===== config.mk =====
export PLATFORM = sky130hd
export DESIGN_NAME = uart_hex_logger
export DESIGN_NICKNAME = d
export VERILOG_FILES = /design/src/rtl/uart_hex_logger_pkg.sv /design/src/rtl/uart_hex_logger_fifo.sv /design/src/rtl/uart_hex_logger.sv
export SDC_FILE = /design/constraint.sdc
export NUM_CORES = 1
export LEC_CHECK = 0
export CAP_MARGIN = 40
export CORE_MARGIN = 1.5
export CORE_UTILIZATION = 63
export DETAILED_ROUTE_END_ITERATION = 10
export DONT_BUFFER_PORTS = 1
export HOLD_SLACK_MARGIN = 0.03
export PLACE_DENSITY = 0.79
export SLEW_MARGIN = 10
export SYNTH_ARGS = -nofsm -noshare
export SYNTH_HDL_FRONTEND = slang
export SYNTH_SLANG_ARGS = --single-unit
export TNS_END_PERCENT = 5

===== constraint.sdc =====
create_clock -name clk -period 4.6 [get_ports clk]
set_input_delay 0.92 -clock clk [delete_from_list [all_inputs] [get_ports clk]]
set_output_delay 0.92 -clock clk [all_outputs]
set_load 0.02 [all_outputs]

===== src/rtl/uart_hex_logger_pkg.sv =====
// Shared definitions for the hex record logger: ASCII constants,
// formatter state encoding and the nibble-to-ASCII helper.
package uart_hex_logger_pkg;

    localparam logic [7:0] ASCII_CR = 8'h0D;
    localparam logic [7:0] ASCII_LF = 8'h0A;

    typedef enum logic [2:0] {
        ST_IDLE = 3'd0,
        ST_NIB  = 3'd1,
        ST_SEP  = 3'd2,
        ST_EOL1 = 3'd3,
        ST_EOL2 = 3'd4
    } state_t;

    // Upper-case hex digit for one nibble.
    function automatic logic [7:0] fnNib2ASCII(input logic [3:0] nib);
        if (nib < 4'd10) begin
            return 8'h30 + {4'h0, nib};
        end else begin
            return 8'h37 + {4'h0, nib};
        end
    endfunction

endpackage


===== src/rtl/uart_hex_logger_fifo.sv =====
// Synchronous byte FIFO with show-ahead head and exact occupancy count.
module uart_byte_fifo #(
    parameter int unsigned DEPTH = 16
) (
    input  logic                     clk,
    input  logic                     rst,
    input  logic                     wr,
    input  logic [7:0]               din,
    input  logic                     rd,
    output logic [7:0]               dout,
    output logic                     full,
    output logic                     empty,
    output logic [$clog2(DEPTH):0]   cnt
);

    localparam int unsigned AW = $clog2(DEPTH);
    localparam int unsigned CW = AW + 1;

    logic [7:0]    mem [DEPTH];
    logic [AW-1:0] wr_ptr;
    logic [AW-1:0] rd_ptr;
    logic          do_wr;
    logic          do_rd;

    assign full  = (cnt == CW'(DEPTH));
    assign empty = (cnt == '0);
    assign dout  = mem[rd_ptr];

    // A read is ignored when empty; a write while full is only taken
    // when the head is being freed in the same cycle.
    assign do_rd = rd & ~empty;
    assign do_wr = wr & (~full | do_rd);

    // Storage array, no reset needed.
    always_ff @(posedge clk) begin
        if (do_wr) begin
            mem[wr_ptr] <= din;
        end
    end

    // Pointers wrap naturally at DEPTH; count tracks net occupancy.
    always_ff @(posedge clk) begin
        if (rst) begin
            wr_ptr <= '0;
            rd_ptr <= '0;
            cnt    <= '0;
        end else begin
            if (do_wr) begin
                wr_ptr <= wr_ptr + 1'b1;
            end
            if (do_rd) begin
                rd_ptr <= rd_ptr + 1'b1;
            end
            case ({do_wr, do_rd})
                2'b10:   cnt <= cnt + 1'b1;
                2'b01:   cnt <= cnt - 1'b1;
                default: cnt <= cnt;
            endcase
        end
    end

endmodule


===== src/rtl/uart_hex_logger.sv =====
// Hex record formatter: turns a NUM_FIELDS x DATA_W record into an
// ASCII line, queues the bytes and paces them into the UART core.
module uart_hex_logger
    import uart_hex_logger_pkg::*;
#(
    parameter int unsigned DATA_W     = 32,
    parameter int unsigned NUM_FIELDS = 2,
    parameter int unsigned FIFO_DEPTH = 16,
    parameter int unsigned EOL_CRLF   = 1,
    parameter logic [7:0]  SEP_CHAR   = 8'h20
) (
    input  logic                         clk,
    input  logic                         rst,
    input  logic [NUM_FIELDS*DATA_W-1:0] i_data,
    input  logic                         i_valid,
    input  logic                         i_suppress,
    output logic                         o_ready,
    output logic [7:0]                   o_tx_byte,
    output logic                         o_tx_stb,
    input  logic                         i_tx_active,
    output logic                         o_idle
);

    localparam int unsigned NIBS  = DATA_W / 4;
    localparam int unsigned REC_W = NUM_FIELDS * DATA_W;
    localparam int unsigned NW    = (NIBS > 1) ? $clog2(NIBS) : 1;
    localparam int unsigned FW    = (NUM_FIELDS > 1) ? $clog2(NUM_FIELDS) : 1;
    localparam int unsigned CW    = $clog2(FIFO_DEPTH) + 1;
    localparam logic [NW-1:0] NIB_LAST = NW'(NIBS - 1);
    localparam logic [FW-1:0] FLD_LAST = FW'(NUM_FIELDS - 1);

    state_t          state;
    state_t          state_n;
    logic [REC_W-1:0] rec;
    logic            sup;
    logic            seen_nz;
    logic [NW-1:0]   nib;
    logic [FW-1:0]   fld;
    logic [3:0]      cur_nib;
    logic            accept;
    logic            skip;
    logic            step;
    logic            fifo_wr;
    logic            fifo_rd;
    logic            fifo_full;
    logic            fifo_empty;
    logic [7:0]      wr_byte;
    logic [7:0]      fifo_dout;
    logic [CW-1:0]   fifo_cnt;

    // The latched record is shifted left as nibbles are consumed, so the
    // current nibble is always the top four bits.
    assign cur_nib = rec[REC_W-1 -: 4];
    assign o_ready = (state == ST_IDLE);
    assign accept  = i_valid & o_ready;
    assign fifo_rd = ~fifo_empty & ~i_tx_active & ~o_tx_stb;
    assign o_idle  = o_ready & (fifo_cnt == '0) & ~o_tx_stb & ~i_tx_active;

    // Next-state, byte selection and FIFO write decision.
    always_comb begin
        state_n = state;
        wr_byte = '0;
        skip    = 1'b0;
        fifo_wr = 1'b0;
        step    = 1'b0;
        case (state)
            ST_IDLE: begin
                if (accept) begin
                    state_n = ST_NIB;
                end
            end
            ST_NIB: begin
                wr_byte = fnNib2ASCII(cur_nib);
                skip    = sup & ~seen_nz & (cur_nib == 4'h0) & (nib != NIB_LAST);
                fifo_wr = ~fifo_full & ~skip;
                step    = skip | fifo_wr;
                if (step && (nib == NIB_LAST)) begin
                    state_n = (fld == FLD_LAST) ? ST_EOL1 : ST_SEP;
                end
            end
            ST_SEP: begin
                wr_byte = SEP_CHAR;
                fifo_wr = ~fifo_full;
                if (fifo_wr) begin
                    state_n = ST_NIB;
                end
            end
            ST_EOL1: begin
                wr_byte = (EOL_CRLF != 0) ? ASCII_CR : ASCII_LF;
                fifo_wr = ~fifo_full;
                if (fifo_wr) begin
                    state_n = (EOL_CRLF != 0) ? ST_EOL2 : ST_IDLE;
                end
            end
            ST_EOL2: begin
                wr_byte = ASCII_LF;
                fifo_wr = ~fifo_full;
                if (fifo_wr) begin
                    state_n = ST_IDLE;
                end
            end
            default: begin
                state_n = ST_IDLE;
            end
        endcase
    end

    // State register.
    always_ff @(posedge clk) begin
        if (rst) begin
            state <= ST_IDLE;
        end else begin
            state <= state_n;
        end
    end

    // Record latch, field/nibble counters and leading-zero tracking.
    always_ff @(posedge clk) begin
        if (rst) begin
            rec     <= '0;
            sup     <= 1'b0;
            seen_nz <= 1'b0;
            nib     <= '0;
            fld     <= '0;
        end else begin
            case (state)
                ST_IDLE: begin
                    if (accept) begin
                        rec     <= i_data;
                        sup     <= i_suppress;
                        seen_nz <= 1'b0;
                        nib     <= '0;
                        fld     <= '0;
                    end
                end
                ST_NIB: begin
                    if (step) begin
                        rec <= rec << 4;
                        nib <= (nib == NIB_LAST) ? '0 : nib + 1'b1;
                        if (fifo_wr && (cur_nib != 4'h0)) begin
                            seen_nz <= 1'b1;
                        end
                    end
                end
                ST_SEP: begin
                    if (fifo_wr) begin
                        fld     <= fld + 1'b1;
                        nib     <= '0;
                        seen_nz <= 1'b0;
                    end
                end
                default: begin
                end
            endcase
        end
    end

    // Strobe pacing: the registered read keeps strobes at least one idle
    // cycle apart, hiding the UART's late is_transmitting.
    always_ff @(posedge clk) begin
        if (rst) begin
            o_tx_stb  <= 1'b0;
            o_tx_byte <= '0;
        end else begin
            o_tx_stb <= fifo_rd;
            if (fifo_rd) begin
                o_tx_byte <= fifo_dout;
            end
        end
    end

    uart_byte_fifo #(
        .DEPTH (FIFO_DEPTH)
    ) u_fifo (
        .clk   (clk),
        .rst   (rst),
        .wr    (fifo_wr),
        .din   (wr_byte),
        .rd    (fifo_rd),
        .dout  (fifo_dout),
        .full  (fifo_full),
        .empty (fifo_empty),
        .cnt   (fifo_cnt)
    );

endmodule


# --- After elaboration in Yosys (flattened, before gate mapping) ---
# Memories as Yosys holds them, arrays and structs flattened. A register that Yosys moved wholly into a read port is not among the register bits.
# Cells that the tools add are included.
word_totals:
  word_cells: 104
  n_memories: 1
  register_bits: 95
  output_inout_bits: 11
  ramBits: 112
classes:
  reduce_logical: 17
  bitwise: 20
  magnitude_cmp: 1
  add_sub_neg: 8
  eq_ne: 17
  n_mux: 29
mem_list:
  columns: ["memory", "words", "width", "read_ports", "rd_clocked_by_memory_dff", "wr", "line", "rtl"]
  rows:
  - ["u_fifo.mem", 16, 7, 1, 1, 1, "uart_hex_logger_fifo.sv:19", "logic [7:0] mem [DEPTH];"]
ops:
  columns: ["operator", "n"]
  rows:
  - ["$mux W64", 2]
  - ["$pmux W64 S2", 1]
  - ["$pmux W7 S4", 1]
  - ["$mux W3", 9]
  - ["$pmux W3 S5", 1]
  - ["$add A6 B4 Y7 const A", 2]
  - ["$ne A2 B2 Y1 const B", 7]
  - ["$and A1 B1 Y1", 12]
  - ["$pmux W5 S2", 1]
  - ["$reduce_and A5 Y1", 2]
  - ["$mux W1", 9]
  - ["$pmux W3 S3", 1]
  - ["$add A4 B1 Y4 const B", 2]
  - ["$mux W7", 1]
  - ["$eq A3 B2 Y1 const B", 2]
  - ["$eq A3 B3 Y1 const B", 2]
  - ["$not A1 Y1", 6]
  - ["$reduce_and A3 Y1", 2]
  - ["$reduce_bool A2 Y1", 3]
  - ["$add A5 B1 Y5 const B", 1]
  - ["$eq A5 B5 Y1 const B", 1]
  - ["$logic_not A5 Y1", 1]
  - ["$sub A5 B1 Y5 const B", 1]
  - ["$logic_not A4 Y1", 1]
  - ["other kinds (18)", 21]

# --- Logic depth before layout (Yosys ltp) ---
depth:
  depth_word: 11
  mapped_depth: 15

# --- Cells and area by module ---
# Synthesis repeated with hierarchy kept, for this count alone.
hier_totals:
  cells_unflattened: 823
  area_unflattened_um2: 10176.0
modules_own_cells:
  columns: ["module", "area_per_inst_um2", "instances", "cells_per_inst", "seq_area_each_um2"]
  rows:
  - ["uart_byte_fifo", 5866.9, 1, 325, 4184.0]
  - ["uart_hex_logger", 4309.1, 1, 498, 1641.6]

# --- Least setup slack after synthesis ---
# Ideal clock, no wire load.
synth_path:
  path_kind: "reg-to-reg"
  startpoint: "register state[2]"
  endpoint: "register u_fifo.cnt[4]"
  slack_ns: 1.353
  t_arrival_ns: 3.126
  n_path_buf: 1
  required_time_ns: 4.479
  stages_incl_launch_ff: 14
  cell_sequence: "dfxtp_1 > buf_2 > nor3_1 > nand2b_1 > a211oi_4 > inv_1 > ha_1 > inv_1 > fa_1 > nor2b_1 > o21ai_0 > nand3_1 > or3b_2 > mux2_2"
synth_between:
  elab_chain_len: 6
  word_cells_on_any_way: 11
synth_rtl:
  columns: ["element", "line", "rtl"]
  rows:
  - ["from (decl)", "uart_hex_logger.sv:32", "state_t state;"]
  - ["from (signal assigned)", "uart_hex_logger.sv:113", "state <= state_n;"]
  - ["$eq A3 B2 Y1 or $eq A3 B3 Y1 (tied branches)", "uart_hex_logger.sv:66", "case (state)"]
  - ["$reduce_or A3 Y1 (no line)", null, null]
  - ["$pmux W1 S2 (*)", "uart_hex_logger.sv:66", null]
  - ["$and A1 B1 Y1 (*)", "uart_hex_logger_fifo.sv:32", "assign do_wr = wr & (~full | do_rd);"]
  - ["$eq A2 B1 Y1 or $eq A2 B2 Y1 (tied branches)", "uart_hex_logger_fifo.sv:54", "case ({do_wr, do_rd})"]
  - ["$pmux W5 S2 or $reduce_bool A2 Y1 (tied branches)", null, null]
  - ["to (signal assigned)", "uart_hex_logger_fifo.sv:55", "2'b10: cnt <= cnt + 1'b1;"]
  - ["to (signal assigned)", "uart_hex_logger_fifo.sv:56", "2'b01: cnt <= cnt - 1'b1;"]
  - ["to (signal assigned)", "uart_hex_logger_fifo.sv:57", "default: cnt <= cnt;"]
  - ["to (decl)", "uart_hex_logger_fifo.sv:13", "output logic [$clog2(DEPTH):0] cnt"]
# Every way passes the cells marked *; elsewhere a longest branch is shown, timed or not.
# A chain may end at the register's enable or synchronous reset.

# --- Worst setup path after layout ---
# Ends and elaborated chain as after synthesis.

==> flow_metrics.py <==
metrics = {
    "run_status": {
        "status": "finished clean",
    },
    "synthesis": {
        "netlist_area_mm2": 0.009265,
        "yosysWarnings": 0,
        "syn-instance-count": 749,
        "ys_dominant_reg_cell": "edfxtp_1",
        "synth_most_common_cell": "mux2i_1",
        "synth_cell_type_count": 48,
        "synth_common_cells": "mux2i_1 (121), nor2_1 (113), edfxtp_1 (112)",
        "yosysTopAreaCell": "edfxtp_1",
        "ys_seq_area_frac": 0.5661,
        "synthArstFlopShare": 0,
        "synth-edff-count": 112,
        "synth_nets": 832,
        "synth.avg_cell_area_um2": 12.37,
        "ys_seq_elements": 206,
        "synthTopCellsByArea": "edfxtp_1 (36%), dfxtp_1 (20%), mux2i_1 (13%)",
        "synth_top_area_frac": 0.3630,
    },
    "floorplanning": {
        "die_x_um": 124.3,
        "coreArea_mm2": 0.01442,
        "die-height_um": 124.3,
        "io_pins": 80,
        "die-area_mm2": 0.01544,
        "initial_utilization": 0.6423,
        "num_rows": 44,
    },
    "clock_tree": {
        "clock_latency_ns": 0.49,
        "clock_sinks": 206,
        "cts_root_buf": "clkbuf_16",
        "clk_pin_slew_worst_paths_ns": 0.06,
        "cts_hold_buf": 0,
        "post_cts_buffers": 0,
        "cts_tree": "yes",
        "clockBufferDepth": 3,
        "htreeDepth": 1,
        "post_cts_resize_count": 0,
        "cts_buffers": 21,
    },
    "global_routing": {
        "grt_first_pass_wirelength_um": 29030,
        "grt.overflow.total": 0,
        "grtUsageTotal": 0.2303,
        "grt_max_degree": 97,
        "antenna_found_initial": 0,
        "grt_pass1_vias": 5641,
    },
    "placement": {
        "placedCellCount": 897,
        "place_congestion": 0.8877,
        "dp_slack_ns": 1.042,
        "dp_hpwl_um": 12290,
        "place.port_buffers": 0,
    },
    "pwr": {
        "p_per_area_mw_per_mm2": 466.2,
        "irDropWorstVdd_uv": 387.6,
        "leakagePower_nw": 3.654,
        "p_total_w": 0.004686,
    },
    "timing": {
        "setup_violations": 0,
        "tns_ns": 0,
        "final.setup.worst_slack_ns": 0.9874,
        "timing.fmax_mhz": 276.8,
        "finalMaxSlewViolations": 0,
        "skew_ns": 0.01174,
        "rsz0062_at_grt": "false",
        "whs_ns": 0.4772,
        "tightest_slew_ns": 0.7501,
        "fin_crit_sh": 0.7854,
        "hold_viol_final": 0,
        "period_minus_slack_ns": 3.613,
        "timing.slew.headroom": 0.4981,
    },
    "worst_setup_path": {
        "worst_path_max_delay_cell": "dfxtp_1",
        "worstPathArrival_ns": 4.00,
        "path_buf_inv": 2,
        "crit_fanout": 16,
        "cp_common_cell": "ha_1",
        "r2r_start": "state[2]$_SDFFE_PP0P_",
        "cp-start-kind": "flip-flop",
        "startpoint": "state[2]$_SDFFE_PP0P_",
        "endpoint_kind": "flip-flop",
        "critPathTopFamily": "simple AND/OR/NAND/NOR gates",
        "crit_chain": "nor3_1, buf_4, nand2b_1, a211oi_4, inv_1, ha_1, ha_1, nor2b_1, o21ai_0, a21oi_1, or3b_2, mux2_2",
        "worstPathRequired_ns": 4.98,
        "critical_path_class": "reg2reg",
        "worst_path_largest_cell_delay_ns": 0.63,
    },
    "route": {
        "drtAntennaViolNets": 0,
        "via_per_inst": 6.152,
        "post_drt_wl_per_cell_um": 19.11,
        "drc": 0,
        "wl_um": 17830,
        "drt-initial-drc-count": 496,
        "dr.pass1.iters": 5,
        "num_vias": 5740,
    },
    "cells_and_area": {
        "antenna_cells": 0,
        "final_cell_count_no_fill": 933,
        "syn_to_final_growth_pct": 8.494,
        "drive_gt1_frac": 0.1682,
        "finalNetCount": 819,
    },
    "hold_path": {
        "hp-class": "reg2reg",
        "min_from": "rec[1]$_SDFFE_PP0P_",
    },
    "job": {
        "cap_violations": 0,
    },
}
flip-flops by register name (all words and copies together) (netlist names):
| register | count |
|---|---|
| fld | 1 |
| nib | 3 |
| o_tx_byte | 7 |
| o_tx_stb | 1 |
| rec | 64 |
| seen_nz | 1 |
| state | 3 |
| sup | 1 |
| u_fifo.cnt | 5 |
| u_fifo.mem | 112 |
| u_fifo.rd_ptr | 4 |
| u_fifo.wr_ptr | 4 |
per-layer routing:
layer	share of wire	up-vias	wire length (um)	GRT usage
li1	-	2733	-	-
met3	0.072	40	1290	0.06100
met4	0.027	0	473	0.07167
met2	0.48	191	8580	0.3843
met5	0	-	0	0
met1	0.42	2776	7485	0.2951
cells in the final DEF, fill, tap and decap left out, types with 2 or more instances in the layout:
master and n:
clkbuf_16 21, clkinv_2 5, o22ai_1 28, a21oi_1 20
nand3_1 6, buf_16 2, mux2i_1 121, nor3_1 11
xor2_1 4, nor4_1 9, ha_1 13, inv_1 13
a211oi_2 60, buf_6 2, a21o_1 2, or3b_2 2
nor2_1 113, buf_4 11, clkbuf_8 5, dfxtp_1 93
nand3b_1 8, edfxtp_1 112, a31oi_1 2, nand2b_1 7
nand2_1 17, nor2b_1 4, o21ai_0 5, bufinv_16 2
o31ai_1 2, a211oi_1 10, xnor2_1 5, buf_2 4
and3_1 5
cell families after synthesis:
kind of cell | after synthesis | share of synthesized area
compound gates | 137 | 0.1359
other cells | 1 | 0.0004047
fa+ha+maj | 14 | 0.01972
mux | 122 | 0.1319
flops | 206 | 0.5661
simple gates | 190 | 0.09467
xor+xnor | 9 | 0.008507
buf+inv | 70 | 0.04281
per-stage QoR:
stage	instance area [um2]	util
2_1_floorplan	9265	-
3_3_place_gp	9240	0.6406
3_5_place_dp	9360	0.6489
4_1_cts	10050	0.6969
5_1_grt	10050	0.6969
6_report	10050	0.6969
worst register-to-register path: stages (launching register included):
cell and delay [ns]:
dfxtp_1 0.63, nor3_1 0.12, buf_4 0.19, nand2b_1 0.21, a211oi_4 0.47, inv_1 0.11
ha_1 0.26, ha_1 0.32, nor2b_1 0.16, o21ai_0 0.23, a21oi_1 0.10, or3b_2 0.45
mux2_2 0.28
worst paths after layout:
kind                           endpoint  slack, ns  depth (start not counted)
min                 rec[1]$_SDFFE_PP0P_       0.48                          2
min reg2reg         rec[1]$_SDFFE_PP0P_       0.48                          2
max reg2reg  u_fifo.cnt[4]$_SDFFE_PP0P_       0.99                         12
max          u_fifo.cnt[4]$_SDFFE_PP0P_       0.99                         12
where the power goes:
part           total (W)  internal, W  switching (W)  leakage (nW)
Combinational   0.000760     0.000313       0.000446          1.49
Sequential       0.00224      0.00208       0.000158          1.81
Clock            0.00169      0.00103       0.000659         0.349
Total            0.00469      0.00342        0.00126          3.65
area by class of cell:
type	count	area [um2]
clock buffer	28	603.1
clock inverter	8	88.84
fill	970	4372
inverter	14	52.55
multi-input combinational	473	3631
sequential	206	5246
tap	184	230.2
timing repair buffer	20	200.2
Power figures use the tool's default switching activity.
